===== config.mk =====
export PLATFORM = sky130hd
export DESIGN_NAME = fb_cmd_engine
export DESIGN_NICKNAME = d
export VERILOG_FILES = /design/src/rtl/fb_cmd_engine.sv
export SDC_FILE = /design/constraint.sdc
export NUM_CORES = 1
export LEC_CHECK = 0
export ABC_AREA = 1
export CAP_MARGIN = 0
export CORE_UTILIZATION = 30
export CTS_CLUSTER_SIZE = 14
export DETAILED_ROUTE_END_ITERATION = 10
export DONT_BUFFER_PORTS = 1
export GPL_TIMING_DRIVEN = 0
export HOLD_SLACK_MARGIN = 0.06
export PLACE_DENSITY = 0.52
export SLEW_MARGIN = 5
export SYNTH_ARGS = -nofsm -noshare
export SYNTH_HDL_FRONTEND = slang
export SYNTH_SLANG_ARGS = --single-unit
export TNS_END_PERCENT = 10

===== constraint.sdc =====
create_clock -name clk -period 8 [get_ports clk]
set_input_delay 1.6 -clock clk [delete_from_list [all_inputs] [get_ports clk]]
set_output_delay 1.6 -clock clk [all_outputs]
set_load 0.1 [all_outputs]

===== src/rtl/fb_cmd_engine.sv =====
// fb_cmd_engine: executes rectangle fill, rectangle blit and sequential
// byte DMA read/write commands against a single-port 1-bit-per-pixel
// framebuffer RAM whose read data arrives one cycle after the address.
module fb_cmd_engine #(
    parameter int FB_WIDTH  = 320,
    parameter int FB_HEIGHT = 200,
    parameter int DMA_BYTES = 8000
) (
    input  logic        clk,
    input  logic        rst_n,
    input  logic [8:0]  X1,
    input  logic [7:0]  Y1,
    input  logic [8:0]  X2,
    input  logic [7:0]  Y2,
    input  logic [8:0]  op_width,
    input  logic [7:0]  op_height,
    input  logic        start_blit,
    input  logic        start_fill,
    input  logic        fill_value,
    input  logic        start_read_ram,
    input  logic        start_write_ram,
    input  logic [7:0]  write_ram_byte,
    output logic        status,
    output logic        ram_byte_ready,
    output logic [7:0]  ram_byte,
    output logic [15:0] fb_addr,
    output logic        fb_we,
    output logic        fb_wdata,
    input  logic        fb_rdata
);

    // Clip limits at the widened coordinate widths so X+w never aliases.
    localparam logic [9:0]  MAX_X    = 10'(FB_WIDTH);
    localparam logic [8:0]  MAX_Y    = 9'(FB_HEIGHT);
    localparam logic [15:0] STRIDE   = 16'(FB_WIDTH);
    localparam logic [12:0] PTR_LAST = 13'(DMA_BYTES - 1);

    typedef enum logic [2:0] {
        IDLE,
        FILL,
        BLIT_RD,
        BLIT_WR,
        DMA_WR,
        DMA_RD,
        DMA_RD_LAST
    } state_t;

    state_t      state_reg;

    // Registered outputs
    logic        status_reg;
    logic        ram_byte_ready_reg;
    logic [7:0]  ram_byte_reg;
    logic [15:0] fb_addr_reg;
    logic        fb_we_reg;
    logic        fb_wdata_reg;

    // Latched operands
    logic [8:0]  ax_reg;
    logic [7:0]  ay_reg;
    logic [8:0]  bx_reg;
    logic [7:0]  by_reg;
    logic [8:0]  w_reg;
    logic [7:0]  h_reg;
    logic        fill_val_reg;

    // Rectangle walk position of the pixel currently on the bus
    logic [8:0]  col_reg;
    logic [7:0]  row_reg;
    logic        src_ok_reg;

    // DMA byte engine
    logic [12:0] ptr_reg;
    logic [7:0]  shift_reg;
    logic [2:0]  bit_reg;

    // Combinational helpers
    logic        row_end;
    logic        last_pix;
    logic [8:0]  next_col;
    logic [7:0]  next_row;
    logic [9:0]  src_x;
    logic [8:0]  src_y;
    logic [9:0]  dst_x;
    logic [8:0]  dst_y;
    logic        src_ok;
    logic        dst_ok;
    logic [15:0] src_addr;
    logic [15:0] dst_addr;
    logic [12:0] ptr_next;
    logic [15:0] dma_base;
    logic        zero_size;

    // Raster walk: where the next pixel lies and whether the current is last
    always_comb begin
        row_end  = (col_reg == w_reg - 9'd1);
        last_pix = row_end && (row_reg == h_reg - 8'd1);
        next_col = row_end ? 9'd0 : col_reg + 9'd1;
        next_row = row_end ? row_reg + 8'd1 : row_reg;
    end

    // Source/fill coordinate: the first pixel comes straight from the
    // operand inputs at acceptance, later ones from the latched origin.
    always_comb begin
        if (state_reg == IDLE) begin
            src_x = {1'b0, X1};
            src_y = {1'b0, Y1};
        end else begin
            src_x = {1'b0, ax_reg} + {1'b0, next_col};
            src_y = {1'b0, ay_reg} + {1'b0, next_row};
        end
        dst_x = {1'b0, bx_reg} + {1'b0, col_reg};
        dst_y = {1'b0, by_reg} + {1'b0, row_reg};
    end

    // Clip tests and linear pixel addresses (y*stride + x)
    always_comb begin
        src_ok   = (src_x < MAX_X) && (src_y < MAX_Y);
        dst_ok   = (dst_x < MAX_X) && (dst_y < MAX_Y);
        src_addr = src_ok ? (16'(src_y) * STRIDE + 16'(src_x)) : 16'd0;
        dst_addr = dst_ok ? (16'(dst_y) * STRIDE + 16'(dst_x)) : 16'd0;
    end

    // DMA pointer wrap and byte base address; zero-area rectangle detect
    always_comb begin
        ptr_next  = (ptr_reg == PTR_LAST) ? 13'd0 : ptr_reg + 13'd1;
        dma_base  = {ptr_reg, 3'b000};
        zero_size = (op_width == 9'd0) || (op_height == 8'd0);
    end

    // Command sequencer: accepts starts in IDLE, walks the operation, and
    // drives all framebuffer/host outputs from registers.
    always_ff @(posedge clk) begin
        if (!rst_n) begin
            state_reg          <= IDLE;
            status_reg         <= 1'b0;
            ram_byte_ready_reg <= 1'b0;
            ram_byte_reg       <= 8'h00;
            fb_addr_reg        <= 16'd0;
            fb_we_reg          <= 1'b0;
            fb_wdata_reg       <= 1'b0;
            ax_reg             <= 9'd0;
            ay_reg             <= 8'd0;
            bx_reg             <= 9'd0;
            by_reg             <= 8'd0;
            w_reg              <= 9'd0;
            h_reg              <= 8'd0;
            fill_val_reg       <= 1'b0;
            col_reg            <= 9'd0;
            row_reg            <= 8'd0;
            src_ok_reg         <= 1'b0;
            ptr_reg            <= 13'd0;
            shift_reg          <= 8'h00;
            bit_reg            <= 3'd0;
        end else begin
            ram_byte_ready_reg <= 1'b0;
            case (state_reg)
                IDLE: begin
                    fb_we_reg <= 1'b0;
                    if (start_blit || start_fill) begin
                        ax_reg       <= X1;
                        ay_reg       <= Y1;
                        bx_reg       <= X2;
                        by_reg       <= Y2;
                        w_reg        <= op_width;
                        h_reg        <= op_height;
                        fill_val_reg <= fill_value;
                        col_reg      <= 9'd0;
                        row_reg      <= 8'd0;
                        if (zero_size) begin
                            // Empty rectangle: the host uses this to rewind DMA
                            ptr_reg <= 13'd0;
                        end else if (start_blit) begin
                            state_reg   <= BLIT_RD;
                            status_reg  <= 1'b1;
                            fb_addr_reg <= src_addr;
                            src_ok_reg  <= src_ok;
                        end else begin
                            state_reg    <= FILL;
                            status_reg   <= 1'b1;
                            fb_addr_reg  <= src_addr;
                            fb_we_reg    <= src_ok;
                            fb_wdata_reg <= fill_value;
                        end
                    end else if (start_write_ram) begin
                        state_reg    <= DMA_WR;
                        status_reg   <= 1'b1;
                        fb_addr_reg  <= dma_base;
                        fb_we_reg    <= 1'b1;
                        fb_wdata_reg <= write_ram_byte[7];
                        shift_reg    <= {write_ram_byte[6:0], 1'b0};
                        bit_reg      <= 3'd0;
                    end else if (start_read_ram) begin
                        state_reg   <= DMA_RD;
                        status_reg  <= 1'b1;
                        fb_addr_reg <= dma_base;
                        bit_reg     <= 3'd0;
                    end
                end

                FILL: begin
                    if (last_pix) begin
                        state_reg  <= IDLE;
                        status_reg <= 1'b0;
                        fb_we_reg  <= 1'b0;
                        ptr_reg    <= 13'd0;
                    end else begin
                        col_reg      <= next_col;
                        row_reg      <= next_row;
                        fb_addr_reg  <= src_addr;
                        fb_we_reg    <= src_ok;
                        fb_wdata_reg <= fill_val_reg;
                    end
                end

                BLIT_RD: begin
                    // Source data appears on fb_rdata during the write cycle
                    state_reg   <= BLIT_WR;
                    fb_addr_reg <= dst_addr;
                    fb_we_reg   <= dst_ok;
                end

                BLIT_WR: begin
                    fb_we_reg <= 1'b0;
                    if (last_pix) begin
                        state_reg  <= IDLE;
                        status_reg <= 1'b0;
                        ptr_reg    <= 13'd0;
                    end else begin
                        state_reg   <= BLIT_RD;
                        col_reg     <= next_col;
                        row_reg     <= next_row;
                        fb_addr_reg <= src_addr;
                        src_ok_reg  <= src_ok;
                    end
                end

                DMA_WR: begin
                    if (bit_reg == 3'd7) begin
                        state_reg  <= IDLE;
                        status_reg <= 1'b0;
                        fb_we_reg  <= 1'b0;
                        ptr_reg    <= ptr_next;
                    end else begin
                        bit_reg      <= bit_reg + 3'd1;
                        fb_addr_reg  <= fb_addr_reg + 16'd1;
                        fb_wdata_reg <= shift_reg[7];
                        shift_reg    <= {shift_reg[6:0], 1'b0};
                    end
                end

                DMA_RD: begin
                    // Data for the previous address is valid now
                    if (bit_reg != 3'd0) begin
                        shift_reg <= {shift_reg[6:0], fb_rdata};
                    end
                    if (bit_reg == 3'd7) begin
                        state_reg <= DMA_RD_LAST;
                    end else begin
                        bit_reg     <= bit_reg + 3'd1;
                        fb_addr_reg <= fb_addr_reg + 16'd1;
                    end
                end

                DMA_RD_LAST: begin
                    ram_byte_reg       <= {shift_reg[6:0], fb_rdata};
                    ram_byte_ready_reg <= 1'b1;
                    status_reg         <= 1'b0;
                    state_reg          <= IDLE;
                    ptr_reg            <= ptr_next;
                end

                default: begin
                    state_reg  <= IDLE;
                    status_reg <= 1'b0;
                    fb_we_reg  <= 1'b0;
                end
            endcase
        end
    end

    // Blit write data must come from the RAM in the same cycle it arrives,
    // so it bypasses the output register; out-of-range sources read as 0.
    always_comb begin
        if (state_reg == BLIT_WR) begin
            fb_wdata = src_ok_reg & fb_rdata;
        end else begin
            fb_wdata = fb_wdata_reg;
        end
    end

    assign status         = status_reg;
    assign ram_byte_ready = ram_byte_ready_reg;
    assign ram_byte       = ram_byte_reg;
    assign fb_addr        = fb_addr_reg;
    assign fb_we          = fb_we_reg;

endmodule


==> flow_results.org <==
** Synth
- Average cell area after synthesis :: 6.31 um^2
- For this run, the leading register cell type out of synthesis is sky130_fd_sc_hd__dfxtp_1.
- After synthesis, the netlist uses 52 different library cells.
- For this run, the number of Yosys warnings is 0.
- In the synthesized netlist, the number of instances is between 1.5k and 2k.
- Yosys mapped a number of flops with a built-in enable equal to 0.
- Seq/Total Area, Yosys :: roughly 24%
- After synthesis, the share of flip-flops with an asynchronous set or reset is 0%.
- After synthesis the cells add up to ~10000 um^2.
- After synthesis the netlist holds a flip-flop and latch count of ~130.
- Net count after synthesis :: 1791

** Cells and area
- Area Overhead vs Synth :: 11.1%
- Fraction of layout cells with a size suffix above 1 :: under 10%
- Diodes inserted :: 0
- Final Non-Filler Cells :: between 2k and 2.5k
- With fillers left out, the area of the finished cells amounts to between 10000 and 15000 um^2.
- Fin nets :: around 1.8k
- Most frequent standard cell in the layout excluding fill and tap cells :: sky130_fd_sc_hd__nand2_1
- Commonest non-fill, non-tap cells in the layout :: sky130_fd_sc_hd__nand2_1 (399), sky130_fd_sc_hd__inv_1 (212), sky130_fd_sc_hd__nor2_1 (206), sky130_fd_sc_hd__dfxtp_1 (125), sky130_fd_sc_hd__o21ai_0 (115)
- Flip-flop count of the largest register after layout :: 16

** Power and ir drop
- Summed over all cells, the static leakage comes to 5.55 nW.
- VDD sags by at most 0.187 mV.
- For this design the ratio of total power to cell area is 450 nW/um^2.

** Timing
- Min Tclk post-route :: roughly 5.6 ns
- Setup Total Neg Slack :: 0 ns
- Skew final :: roughly 0.011 ns
- On the final layout, the worst hold slack is 0.458 ns.
- Static timing analysis puts the maximum clock frequency at roughly 180 MHz.
- Worst slew margin relative to its limit :: roughly 22%
- At the pin with the least slew margin, the transition time is between 1 and 1.5 ns.
- Setup violations remaining at the end of the flow were counted as 0.
- Unrepaired setup endpoints after global routing :: false
- Endpoints failing hold :: 0
- The final max-slew violation count came to 0.
- Dividing the final minimum period by the clock period gives ~70%.

** Critical path
- Worst Path Arrival :: around 6 ns
- STA classifies the critical path endpoint as a flip-flop.
- At the worst endpoint, the required time is 8.36 ns.
- Grouping stages by cell kind, the critical path spends the most delay in simple AND/OR/NAND/NOR gates.
- Together, buffers and inverters on the worst path number 6.
- Along the worst path, the maximum fanout reaches 10.
- Maximum cell stage delay along the critical path :: around 0.56 ns
- The worst setup path is launched from a flip-flop.
- Category of the critical setup timing path :: reg -> reg
- The most numerous cell type found on the critical path is sky130_fd_sc_hd__nand2_1.
- Library cell contributing the largest single delay on the critical path :: sky130_fd_sc_hd__fa_1

** Clock network
- After clock tree synthesis, the flow added hold-fix buffers numbering 0.
- Clock tree from TritonCTS :: done
- The clock drives 125 sinks.
- Resized cells post-CTS :: 0
- CTS root buffer :: sky130_fd_sc_hd__clkbuf_16
- Number of buffers added by the clock tree synthesis step :: 17
- In this run the post-CTS setup repair buffer count came out at 0.
- Clock insertion delay at the later pin of the skew report :: approximately 0.43 ns
- Clock-pin slew of the registers on the worst-case setup and hold paths :: approximately 0.060 ns
- H-tree lvl count :: 4
- Clock buffer depth :: 2

** Drt
- For this block, the initial DRC count from the detailed router was between 700 and 800.
- In the routed design, unresolved DRC markers number 0.
- Antenna-violating nets left :: 0
- Dividing the detail-routed wire length by the instance count gives around 16 um.
- TritonRoute pass-1 iters :: 6
- Average via count per standard cell :: about 5
- Vias :: ~10k
- Total routed wirelength :: ~35000 um

** Global route
- Antenna violations before repair :: 0
- Largest net degree at the start of global routing :: 17
- Total global routing overflow :: 0
- The number of global-route vias before repair was around 10k.
- The first global-routing pass estimated between 50000 and 60000 um of wire.
- Global routing used between 10% and 20% of the available tracks across all layers.

** Floorplan
- 95 I/O pins were placed.
- Total number of placement rows :: 67
- The floorplan step set the die height to 188 um.
- Width of the chip :: around 190 um
- Once the floorplan was initialized, standard cells occupied between 30% and 40% of the core.
- Die Footprint :: around 35000 um^2
- The total area inside the core boundary comes to ~34000 um^2.

** Placement
- Routability-driven placement finished with a final weighted congestion of around 0.94.
- Total placed cells including tap cells :: between 2k and 2.5k
- In this run the tool buffered the top-level ports with 0 buffer cells.
- The HPWL after detailed placement is 28500 um.
- After detailed placement, the total cell area comes to ~11000 um^2.

** Outcome
- Run status :: finished clean

** Job
- Across the run, the number of max-cap violations was 0.

** Hold path
- Path category of the worst min-delay check :: reg -> reg
logic make-up after synthesis:
family,Yosys count,synth area share [%]
flops,125,24.2
fa+ha+maj,86,11.0
simple gates,826,34.5
xor+xnor,54,4.84
buf+inv,272,10.7
compound gates,275,14.8
worst paths after layout:
check	start	endpoint	slack, ns	depth (start not counted)
setup / recovery	w_reg[1]	fb_addr[13]	2.42	33
setup reg to reg	w_reg[1]	fb_addr[13]	2.42	33
hold / removal	src_ok_reg	src_ok_reg	0.46	2
hold reg to reg	src_ok_reg	src_ok_reg	0.46	2
worst register-to-register path, delay by kind of cell (launching register included):
family                   cells  cell delay (ns)
flip-flops                   1             0.29
AND/OR/NAND/NOR             18             1.98
buffers and inverters        6             0.68
adder cells (fa/ha/maj)      5             1.67
AO/OA/AOI/OAI                2             0.57
XOR/XNOR                     2             0.32
per-stage QoR:
step                      setup slack, ns  util (%)  power, mW
after floorplan                      3.40         -       3.53
after global placement               2.51      32.3       4.37
after detailed placement             2.47      32.3       4.37
after CTS                            2.44      34.1       5.20
after global routing                 1.91      34.1       5.67
final                                2.42      34.1       5.17
power by group:
part           switching (mW)  internal (mW)
Sequential              0.410          0.811
Clock                   0.321          0.469
Combinational            2.09           1.06
synthesized netlist by cell type, types with 16 or more instances:
cell,instances,area share [%]
sky130_fd_sc_hd__nor3_1,18,0.87
sky130_fd_sc_hd__xor2_1,36,3.0
sky130_fd_sc_hd__nand2_1,399,14
sky130_fd_sc_hd__dfxtp_1,125,24
sky130_fd_sc_hd__clkbuf_1,31,1.1
sky130_fd_sc_hd__inv_1,212,7.7
sky130_fd_sc_hd__xnor2_1,16,1.4
sky130_fd_sc_hd__ha_1,78,9.4
sky130_fd_sc_hd__nand4_1,37,2.2
sky130_fd_sc_hd__nand3_1,111,5.4
sky130_fd_sc_hd__a21oi_1,106,5.1
sky130_fd_sc_hd__o21ai_0,115,5.6
sky130_fd_sc_hd__nor2_1,206,7.5
layout make-up:
class	instances	area (um^2)
buffer	49	264
clock buffer	20	447
clock inverter	12	136
fill	3746	22200
inverter	223	842
multi-input combinational	1241	6730
sequential	125	2500
tap	448	561
metal layers:
metal,GRT usage [%],vias up,wire length [um]
met1,25.7,4793,16000
met3,3.50,45,1770
met4,6.54,0,888
met2,33.3,243,15900
li1,-,5385,-
met5,0,-,0
No activity file was read; power rests on OpenSTA's default activity.
